[src/rtl/huffman_decode.sv]
// Serial Huffman decoder: latches a 10-entry codebook, shifts in an MSB-first bitstream
// one bit per handshake and emits the lowest-index codebook entry that matches.
module huffman_decode #(
    parameter int NSYM   = 10,
    parameter int CW     = 13,
    parameter int MAXLEN = 9
) (
    input  logic          Clk_in,
    input  logic          Rst,
    input  logic          Start_decode,
    input  logic [CW-1:0] Code0,
    input  logic [CW-1:0] Code1,
    input  logic [CW-1:0] Code2,
    input  logic [CW-1:0] Code3,
    input  logic [CW-1:0] Code4,
    input  logic [CW-1:0] Code5,
    input  logic [CW-1:0] Code6,
    input  logic [CW-1:0] Code7,
    input  logic [CW-1:0] Code8,
    input  logic [CW-1:0] Code9,
    input  logic          Bit_in,
    input  logic          Bit_valid,
    output logic          Bit_ready,
    output logic [3:0]    Sym_out,
    output logic          Sym_valid,
    input  logic          Sym_ready,
    output logic          Err,
    output logic          Busy
);

    localparam logic [1:0] IDLE  = 2'd0;
    localparam logic [1:0] SHIFT = 2'd1;
    localparam logic [1:0] EMIT  = 2'd2;
    localparam logic [1:0] ERROR = 2'd3;

    localparam logic [3:0] MAX_LEN4 = 4'(MAXLEN);

    logic [1:0]        state_reg;
    logic [MAXLEN-1:0] acc_reg;
    logic [MAXLEN-1:0] acc_next;
    logic [3:0]        cnt_reg;
    logic [3:0]        cnt_next;
    logic [3:0]        sym_out_reg;
    logic [CW-1:0]     code_in [NSYM];
    logic [NSYM-1:0]   match;
    logic [3:0]        sym_idx;
    logic              hit;

    assign code_in[0] = Code0;
    assign code_in[1] = Code1;
    assign code_in[2] = Code2;
    assign code_in[3] = Code3;
    assign code_in[4] = Code4;
    assign code_in[5] = Code5;
    assign code_in[6] = Code6;
    assign code_in[7] = Code7;
    assign code_in[8] = Code8;
    assign code_in[9] = Code9;

    // Matching looks at the accumulator as it will be after the incoming bit.
    assign acc_next = {acc_reg[MAXLEN-2:0], Bit_in};
    assign cnt_next = cnt_reg + 4'd1;

    genvar gi;
    generate
        for (gi = 0; gi < NSYM; gi++) begin : g_entry
            logic [CW-1:0]     entry_reg;
            logic [3:0]        len;
            logic [MAXLEN-1:0] mask;

            always_ff @(posedge Clk_in) begin
                if (Rst) begin
                    entry_reg <= '0;
                end else if (Start_decode) begin
                    entry_reg <= code_in[gi];
                end
            end

            assign len  = entry_reg[CW-1:CW-4];
            // Code bits above the entry length are don't-care.
            assign mask = ~({MAXLEN{1'b1}} << len);
            assign match[gi] = (len != 4'd0) && (len <= MAX_LEN4) && (len == cnt_next) &&
                               (((acc_next ^ entry_reg[MAXLEN-1:0]) & mask) == '0);
        end
    endgenerate

    always_comb begin
        sym_idx = 4'd0;
        hit     = |match;
        for (int i = NSYM - 1; i >= 0; i--) begin
            if (match[i]) begin
                sym_idx = 4'(i);
            end
        end
    end

    always_ff @(posedge Clk_in) begin
        if (Rst) begin
            state_reg   <= IDLE;
            acc_reg     <= '0;
            cnt_reg     <= '0;
            sym_out_reg <= '0;
        end else if (Start_decode) begin
            state_reg <= SHIFT;
            acc_reg   <= '0;
            cnt_reg   <= '0;
        end else begin
            case (state_reg)
                SHIFT: begin
                    if (Bit_valid) begin
                        acc_reg <= acc_next;
                        cnt_reg <= cnt_next;
                        if (hit) begin
                            sym_out_reg <= sym_idx;
                            state_reg   <= EMIT;
                        end else if (cnt_next == MAX_LEN4) begin
                            state_reg <= ERROR;
                        end
                    end
                end
                EMIT: begin
                    if (Sym_ready) begin
                        acc_reg   <= '0;
                        cnt_reg   <= '0;
                        state_reg <= SHIFT;
                    end
                end
                default: begin
                    state_reg <= state_reg;
                end
            endcase
        end
    end

    assign Bit_ready = (state_reg == SHIFT);
    assign Sym_valid = (state_reg == EMIT);
    assign Err       = (state_reg == ERROR);
    assign Busy      = (state_reg == SHIFT) || (state_reg == EMIT);
    assign Sym_out   = sym_out_reg;

endmodule

[config.mk]
export PLATFORM = sky130hd
export DESIGN_NAME = huffman_decode
export DESIGN_NICKNAME = d
export VERILOG_FILES = /design/src/rtl/huffman_decode.sv
export SDC_FILE = /design/constraint.sdc
export NUM_CORES = 1
export LEC_CHECK = 0
export CAP_MARGIN = 10
export CORE_UTILIZATION = 55
export CTS_CLUSTER_DIAMETER = 150
export DETAILED_ROUTE_END_ITERATION = 7
export GPL_TIMING_DRIVEN = 0
export PLACE_DENSITY = 0.94
export SYNTH_ARGS = -nofsm -noshare
export SYNTH_HDL_FRONTEND = slang
export SYNTH_SLANG_ARGS = --single-unit
[constraint.sdc]
create_clock -name Clk_in -period 6.2 [get_ports Clk_in]
set_clock_uncertainty 0.15 [all_clocks]
set_input_delay 1.24 -clock Clk_in [delete_from_list [all_inputs] [get_ports Clk_in]]
set_output_delay 1.24 -clock Clk_in [all_outputs]
set_load 0.03 [all_outputs]
==> results.cfg, run 1 <==
[synthesis]
synth_edf_count = 0
ys_ff_latch = 148
syn_inst = 908
syn_area_per_cell_um2 = 8.86
synth.distinct_cells = 75
synth_ff_type = dfxtp_1
synth_seq_area_share_pct = 36.8
netlist_area_um2 = 8050
yosysWarnings = 0
ys_async_sr_fraction_pct = 0
syn-num-nets = 1049

[routing]
dr.first_iter.drc_count = 709
wl_per_cell_um = 18.2
wl_met2_um = 10700
drc = 0
first_pass_iters = 8
vias_per_cell = 5.91
routed_wirelength_um = 23000
antenna_left = 0
wl_met3_um = 1870
highest_layer = met4
met1Wirelength_um = 9210
via_count = 7442

[setup_path]
cp.arrival_ps = 4630
startpoint_type = flip-flop
path_buf_inv = 4
crit_chain = buf_2 -> clkinv_1 -> ha_1 -> buf_2 -> xor2_1 -> a211oi_1 -> nand4_1 -> a2111oi_0 -> or2_1 -> buf_2 -> nor4_2 -> or4_1 -> a21oi_1
worstSetupEndpointType = flip-flop
worstReg2RegStart = cnt_reg[0]
crit_family = compound AO/OA/AOI/OAI gates
setup.worst_path.start = cnt_reg[0]
crit_required_ps = 6410
crit_path_frequent_cell = buf_2
worstPathMaxFanout = 10
slowest_delay_ps = 830
path_class = reg -> reg
slowest_stage = a2111oi_0

[clocking]
cts_tree = yes
numClockSinks = 148
cts_resized = 0
htreeDepth = 4
cts_setup_buffers = 0
cts_made_buffers = 17
cts_hold_buf = 0
clk_pin_slew_ps = 60
cts_buffer_depth = 2
clk_latency_ps = 430
root_buffer = clkbuf_16

[sta]
final-setup-viol-count = 0
min_period_ps = 4420
rsz0062_at_grt = no
hold_viol_final = 0
drv_slew = 0
period_share_pct = 71.3
fmax_mhz = 226
fin_setup_tns_ps = 0
worstMarginPinSlew_ps = 918
max_slew_margin_pct = 37.2

[cells_and_area]
multi_input_area_um2 = 4690
syn_to_final_growth_pct = 27.1
fillCellCount = 1018
register_area_um2 = 2960
n_antenna_cell = 0
drive_gt1_share_pct = 6.21
final_nets = 1209
largest_reg_flops = 130
design_area_um2 = 10200

[placed_design]
portBuffers = 141
dpl_cell_area_um2 = 9680
place_congestion = 0.946
dp_hpwl_um = 15800

[worst_hold_path]
hp-start = g_entry[0].entry_reg[4]
min_path_type = reg -> reg

[power]
leakage_uw = 0.00428
switching_share_pct = 27.1
irDropWorstVdd_mv = 0.200
p_sw_uw = 679
p_comb_share_pct = 19.2
clockPowerShare_pct = 38.9
p_per_area_nw_per_um2 = 244
seqPwrFrac_pct = 41.9
cellInternalPower_uw = 1820

[floorplanning]
die_w_um = 123
ios = 144
initial_core_util_pct = 57.1
rows = 43
die_area_um2 = 15100
core_um2 = 14100
die_h_um = 123

[global_routing]
overflow = 0
track_usage_pct = 30.8
grt_max_degree = 17
grt_pass1_wl_um = 34900
grt_pass1_vias = 7113
antenna_found_initial = 0

[run_status]
outcome = finished, final reports clean

[job]
maxCapViolCount = 0
worst min-delay path, delay by kind of cell, from the launching register on:
family,cells,cell delay [ps]
flops,1,340
mux,1,70
simple gates,1,70
routing by layer:
layer  up-vias  track usage, %
li1       3495               -
met2       430            50.9
met5         -               0
met4         0            18.4
met1      3418            36.7
met3        99            6.50
layout make-up:
class / count / share of cell area [%]
well taps: 180 / 2.20
multi-input cells: 666 / 45.8
clock inverters: 11 / 1.11
plain buffers: 78 / 3.27
repair buffers: 141 / 13.8
flip-flops and latches: 148 / 29.0
clock buffers: 19 / 4.23
inverters: 16 / 0.587
final timing paths:
| path | end | slack [ps] | depth (start not counted) |
|---|---|---|---|
| worst max register to register | state_reg[1] | 1780 | 13 |
| worst min register to register | g_entry[0].entry_reg[4] | 370 | 2 |
| worst min-delay path | g_entry[0].entry_reg[4] | 370 | 2 |
| worst max-delay path | state_reg[1] | 1780 | 13 |
Yosys cell counts, drive strengths merged (2+ instances only):
library cell	instances	area share, %
a2111o	2	0.28
a2111oi	6	0.76
a211o	2	0.23
a211oi	13	1.3
a21boi	2	0.19
a21o	4	0.37
a21oi	32	2.0
a221o	2	0.25
a2bb2oi	2	0.22
a31oi	6	0.47
and2	2	0.16
buf	28	1.8
clkbuf	50	2.4
dfxtp	148	37
ha	5	0.78
inv	15	0.70
mux2i	135	17
nand2	15	0.70
nand2b	6	0.47
nand3	10	0.68
nand3b	2	0.19
nand4	6	0.47
nor2	164	7.6
nor2b	2	0.16
nor3	28	1.8
nor3b	8	0.75
nor4	10	1.0
nor4b	3	0.33
o2111ai	3	0.33
o211ai	9	0.84
o21a	3	0.28
o21ai	25	1.6
o221a	2	0.28
o221ai	2	0.22
o22ai	11	0.86
o31ai	5	0.47
o41ai	2	0.45
or2	6	0.47
or4	5	0.51
or4b	3	0.37
xnor2	56	6.3
xor2	53	5.9
kinds of logic after synthesis:
| family | Yosys count | synth area share, % |
|---|---|---|
| flops | 148 | 36.8 |
| mux | 135 | 16.8 |
| compound gates | 142 | 12.4 |
| simple gates | 275 | 16.2 |
| buf+inv | 94 | 4.90 |
| fa+ha+maj | 5 | 0.777 |
| xor+xnor | 109 | 12.1 |
power by group through the flow:
stage               clock [uW]  combinational [uW]  sequential, uW
floorplan                    0                 302            1050
global placement             0                 450            1060
detailed placement           0                 464            1070
CTS                        976                 472            1050
global route              1020                 516            1050
finish                     972                 479            1050
stage by stage:
stage	power [uW]	cells	utilization (%)	worst slack, ps	hold slack [ps]
6_report	2500	1259	72.6	1780	367
5_1_grt	2590	1259	72.6	1700	394
4_1_cts	2500	1259	72.6	1960	369
3_5_place_dp	1530	1229	68.7	1730	354
3_3_place_gp	1510	1229	68.7	1780	343
2_1_floorplan	1360	908	-	2750	329
placed cells by master, fill, tap and decap left out, types with 3 or more instances in the layout:
cell type / instances
nor3_1: 27
nand2_1: 15
nand3_1: 9
buf_4: 5
o31ai_1: 5
o2111ai_1: 3
clkbuf_16: 17
buf_2: 9
a21oi_1: 32
a211oi_1: 11
mux2i_1: 135
a21o_1: 4
buf_1: 13
inv_1: 15
dfxtp_1: 148
o21a_1: 3
o22ai_1: 11
clkinv_2: 6
nor2_1: 164
xor2_1: 52
a2111oi_0: 3
nor3b_1: 8
a31oi_1: 6
nor4b_1: 3
clkdlybuf4s50_1: 141
ha_1: 5
nor4_1: 7
or4_1: 4
o21ai_0: 23
or2_2: 5
nand4_1: 6
xnor2_1: 54
nand2b_1: 6
o211ai_1: 9
clkbuf_1: 51
nor4_2: 3
No activity file was read; power rests on OpenSTA's default activity.
==> run 2: changes to the inputs <==
Settings changed: CORE_UTILIZATION 55 to 53, PLACE_DENSITY 0.94 to 0.91.
Clock period 6.2 ns to 4.6 ns, I/O delays scaled along.
==> results.cfg, run 2 (synthesized netlist as in run 1, its figures left out) <==
[setup_path]
startpoint_type = flip-flop
slowest_stage = a2111oi_1
r2r_slack_ps = 210
crit_chain = buf_2 -> clkinv_1 -> ha_1 -> buf_2 -> xor2_1 -> a211oi_1 -> nand4_1 -> a2111oi_1 -> or2_1 -> buf_2 -> nor4_2 -> or4_1 -> a21oi_1
crit_required_ps = 4810
setup.worst_path.start = cnt_reg[0]
r2r_cells = 13
worstReg2RegStart = cnt_reg[0]
worstSetupEndpointType = flip-flop
crit_path_frequent_cell = buf_2
r2r_end = state_reg[1]
worstPathMaxFanout = 10
slowest_delay_ps = 670
cp.arrival_ps = 4600
path_class = reg -> reg

[sta]
fin_setup_tns_ps = 0
max_slew_margin_pct = 32.9
fmax_mhz = 228
final-setup-viol-count = 0
rsz0062_at_grt = no
period_share_pct = 95.4
hold_viol_final = 0
worstMarginPinSlew_ps = 1000
final.setup.worst_slack_ps = 214
min_period_ps = 4390
drv_slew = 0

[routing]
wl_met3_um = 1980
antenna_left = 0
wl_met2_um = 10800
routed_wirelength_um = 23200
first_pass_iters = 8
drc = 0
wl_per_cell_um = 18.3
dr.first_iter.drc_count = 711
highest_layer = met4
met1Wirelength_um = 9380
vias_per_cell = 5.93
via_count = 7497

[run_status]
outcome = finished, final reports clean

[cells_and_area]
layout_common_cells = nor2_1 (164), dfxtp_1 (148), clkdlybuf4s50_1 (141)
final_nets = 1209
syn_to_final_growth_pct = 28.3
final_common_cell = nor2_1
largest_reg_flops = 130
stdcell_count = 1265
n_antenna_cell = 0
drive_gt1_share_pct = 6.38

[floorplanning]
die_w_um = 125
rows = 44
ios = 144
initial_core_util_pct = 54.7
core_um2 = 14700
die_h_um = 125
die_area_um2 = 15700

[worst_hold_path]
hp-start = Sym_out[2]
min_to = Sym_out[2]
hold_depth = 2
min_path_type = reg -> reg

[placed_design]
dp_hpwl_um = 15700
place_congestion = 0.936
dp_slack_ps = 288
portBuffers = 141
place_inst = 1233

[global_routing]
overflow = 0
antenna_found_initial = 0
grt_max_degree = 17
grt_pass1_wl_um = 36200
grt_pass1_vias = 7198
track_usage_pct = 29.5

[power]
finalPower_uw = 3550
irDropWorstVdd_mv = 0.313
p_per_area_nw_per_um2 = 344
leakage_uw = 0.00432

[job]
maxCapViolCount = 0

[clocking]
cts_tree = yes
htreeDepth = 4
cts_buffer_depth = 2
cts_made_buffers = 17
cts_setup_buffers = 0
clk_pin_slew_ps = 60
numClockSinks = 148
cts_hold_buf = 0
cts_resized = 0
root_buffer = clkbuf_16
clk_latency_ps = 440
run 2: changes by cell type in the layout (fill, tap and decap cells not counted), sizes merged:
cell and change:
clkinv -3, inv +1, clkbuf +2, bufinv +2
run 2: through the flow:
stage	hold slack [ps]	util (%)	cell area [um^2]
floorplan	329	-	8050
global placement	317	65.9	9690
detailed placement	327	65.9	9690
CTS	335	70.2	10300
global route	361	70.3	10300
finish	341	70.3	10300
run 2: how the worst max path moves through the flow:
stage                     depth (start not counted)  slack, ps           end
after floorplan                                  13       1360  state_reg[1]
after global placement                           13        360  state_reg[1]
after detailed placement                         13        290  state_reg[1]
after CTS                                        13        170  state_reg[1]
after global routing                             13         70  state_reg[1]
final                                            13        210  state_reg[1]
run 2: routing by layer:
metal	GRT usage, %	vias up
met4	15.7	0
met2	49.9	426
met1	35.3	3486
met5	0	-
met3	5.82	92
li1	-	3493
run 2: worst max-delay path: cells and delay by family, from the launching register on:
family	cells	cell delay, ps
xor gates and xnor gates	1	140
AOI/OAI and AO/OA	3	1080
buffers and inverters	4	1210
DFF	1	340
and+or+nand+nor	4	880
adders and majority gates	1	490
run 2: final cells by class:
cell class                 count  area (um^2)
fill                        1064         4370
timing repair buffer         141         1410
multi-input combinational    666         4690
clock buffer                  21          460
tap                          184          230
inverter                      16         60.1
clock inverter                11          175
buffer                        78          334
sequential                   148         2960
run 2: power breakdown:
part	internal [uW]	total, uW	switching, uW
sequential	1350	1410	59.0
combinational	315	648	333
clock	939	1490	553
total	2610	3550	944
==> run 3: changes to the inputs <==
Settings changed: PLACE_DENSITY 0.91 to default, PLACE_DENSITY_LB_ADDON from default to 0.12.
==> results.cfg, run 3 (synthesized netlist as in run 1, its figures left out) <==
[run_status]
outcome = complete, but fails checks
violations = design-rule violations

[routing]
wl_per_cell_um = 17.4
drc = 16
antenna_left = 0
dr.first_iter.drc_count = 575
first_pass_iters = 8
routed_wirelength_um = 21900
vias_per_cell = 5.64
via_count = 7123

[cells_and_area]
stdcell_count = 1263
final_common_cell = nor2_1
layout_common_cells = nor2_1 (164), dfxtp_1 (148), clkdlybuf4s50_1 (141)
syn_to_final_growth_pct = 27.7
largest_reg_flops = 130
drive_gt1_share_pct = 6.21
final_nets = 1209
final_core_util_pct = 69.9
n_antenna_cell = 0
fillCellCount = 1200

[sta]
min_period_ps = 4180
hold_viol_final = 0
final-setup-viol-count = 0
worstMarginPinSlew_ps = 1130
max_slew_margin_pct = 24.4
fin_setup_tns_ps = 0
drv_slew = 0
fmax_mhz = 239
period_share_pct = 90.9
hold_ws_ps = 359
rsz0062_at_grt = no

[power]
p_per_area_nw_per_um2 = 334
seqPwrFrac_pct = 41.1
finalPower_uw = 3430
irDropWorstVdd_mv = 0.268
clockPowerShare_pct = 40.4
p_comb_share_pct = 18.5
switching_share_pct = 26.2
leakage_uw = 0.00430
cellInternalPower_uw = 2530
p_sw_uw = 898

[clocking]
cts_hold_buf = 0
cts_tree = yes
clk_pin_slew_ps = 60
htreeDepth = 4
cts_made_buffers = 17
clk_latency_ps = 430
root_buffer = clkbuf_16
cts_buffer_depth = 2
numClockSinks = 148

[setup_path]
path_buf_inv = 4
slowest_stage = a2111oi_1
startpoint_type = flip-flop
r2r_slack_ps = 420
crit_path_frequent_cell = buf_2
path_class = reg -> reg
slowest_delay_ps = 650
cp.depth = 13
crit_family = buffers and inverters
worstReg2RegStart = cnt_reg[0]
r2r_cells = 13
r2r_end = state_reg[1]
crit_chain = buf_2 -> clkinvlp_4 -> ha_1 -> buf_2 -> xor2_1 -> a211oi_1 -> nand4_1 -> a2111oi_1 -> or2_1 -> buf_2 -> nor4_2 -> or4_1 -> a21oi_1
cp.arrival_ps = 4390
worstPathMaxFanout = 10
worstSetupEndpointType = flip-flop
crit_required_ps = 4810

[floorplanning]
die_area_um2 = 15700
core_um2 = 14700
rows = 44
die_h_um = 125
die_w_um = 125
initial_core_util_pct = 54.7
ios = 144

[global_routing]
track_usage_pct = 28.3
overflow = 0
antenna_found_initial = 0
grt_max_degree = 17
grt_pass1_wl_um = 34300
grt_pass1_vias = 6627

[placed_design]
place_inst = 1233
dp_hpwl_um = 14900
portBuffers = 141
place_congestion = 0.881

[worst_hold_path]
hp-start = state_reg[1]
min_to = state_reg[1]
hold_depth = 2
min_path_type = reg -> reg

[job]
maxCapViolCount = 0
-- run 3: changes by cell type in the layout (fill, tap and decap cells not counted), moves of 2 or more --
cell | before | now
clkbuf_8 | 2 | 5
clkinv_4 | 3 | 0
bufinv_16 | 4 | 2
clkbuf_1 | 51 | 53
-- run 3: stage by stage --
| step | setup WS [ps] | area [um^2] |
|---|---|---|
| 2_1_floorplan | 1360 | 8050 |
| 3_3_place_gp | 143 | 9690 |
| 3_5_place_dp | 71.3 | 9690 |
| 4_1_cts | 29.6 | 10300 |
| 5_1_grt | 140 | 10300 |
| 6_report | 420 | 10300 |
-- run 3: per-layer routing --
layer  up-vias  GRT usage, %  routed length, um
met5         -             0                  0
met1      3341          38.1              10100
met4         0          9.18                367
met2       262          45.6              10000
met3        39          5.18               1390
li1       3481             -                  -
-- run 3: worst max-delay path by stage --
stage               startpoint           end
floorplan           cnt_reg[0]  state_reg[1]
global placement    cnt_reg[0]  state_reg[1]
detailed placement  cnt_reg[0]  state_reg[1]
finish              cnt_reg[0]  state_reg[1]
global route        cnt_reg[0]  state_reg[1]
CTS                 cnt_reg[0]  state_reg[1]
-- run 3: layout make-up --
type                       instances  area [um^2]  share of cell area, %
inverter                          16         63.8                  0.621
multi-input combinational        666         4700                   45.7
clock buffer                      26          509                   4.95
buffer                            78          334                   3.25
timing repair buffer             141         1410                   13.7
clock inverter                     4         70.1                  0.682
sequential                       148         2960                   28.8
tap                              184          230                   2.24
-- run 3: repair_timing --
item,in CTS,in global routing
endpoints found under the setup margin,0,3
gates resized for setup,0,3
buffers inserted,0,0
-- run 3: power groups by stage --
| stage | clock network (uW) | registers (uW) | logic (uW) |
|---|---|---|---|
| 2_1_floorplan | 0 | 1420 | 407 |
| 3_3_place_gp | 0 | 1430 | 616 |
| 3_5_place_dp | 0 | 1440 | 623 |
| 4_1_cts | 1390 | 1410 | 630 |
| 5_1_grt | 1440 | 1420 | 694 |
| 6_report | 1390 | 1410 | 636 |
-- run 3: worst register-to-register path, cell delays in order (launching register included) --
cell        delay [ps]
dfxtp_1            330
buf_2              300
clkinvlp_4         340
ha_1               430
buf_2              360
xor2_1             120
a211oi_1           270
nand4_1            140
a2111oi_1          650
or2_1              180
buf_2              160
nor4_2              80
or4_1              480
a21oi_1            120
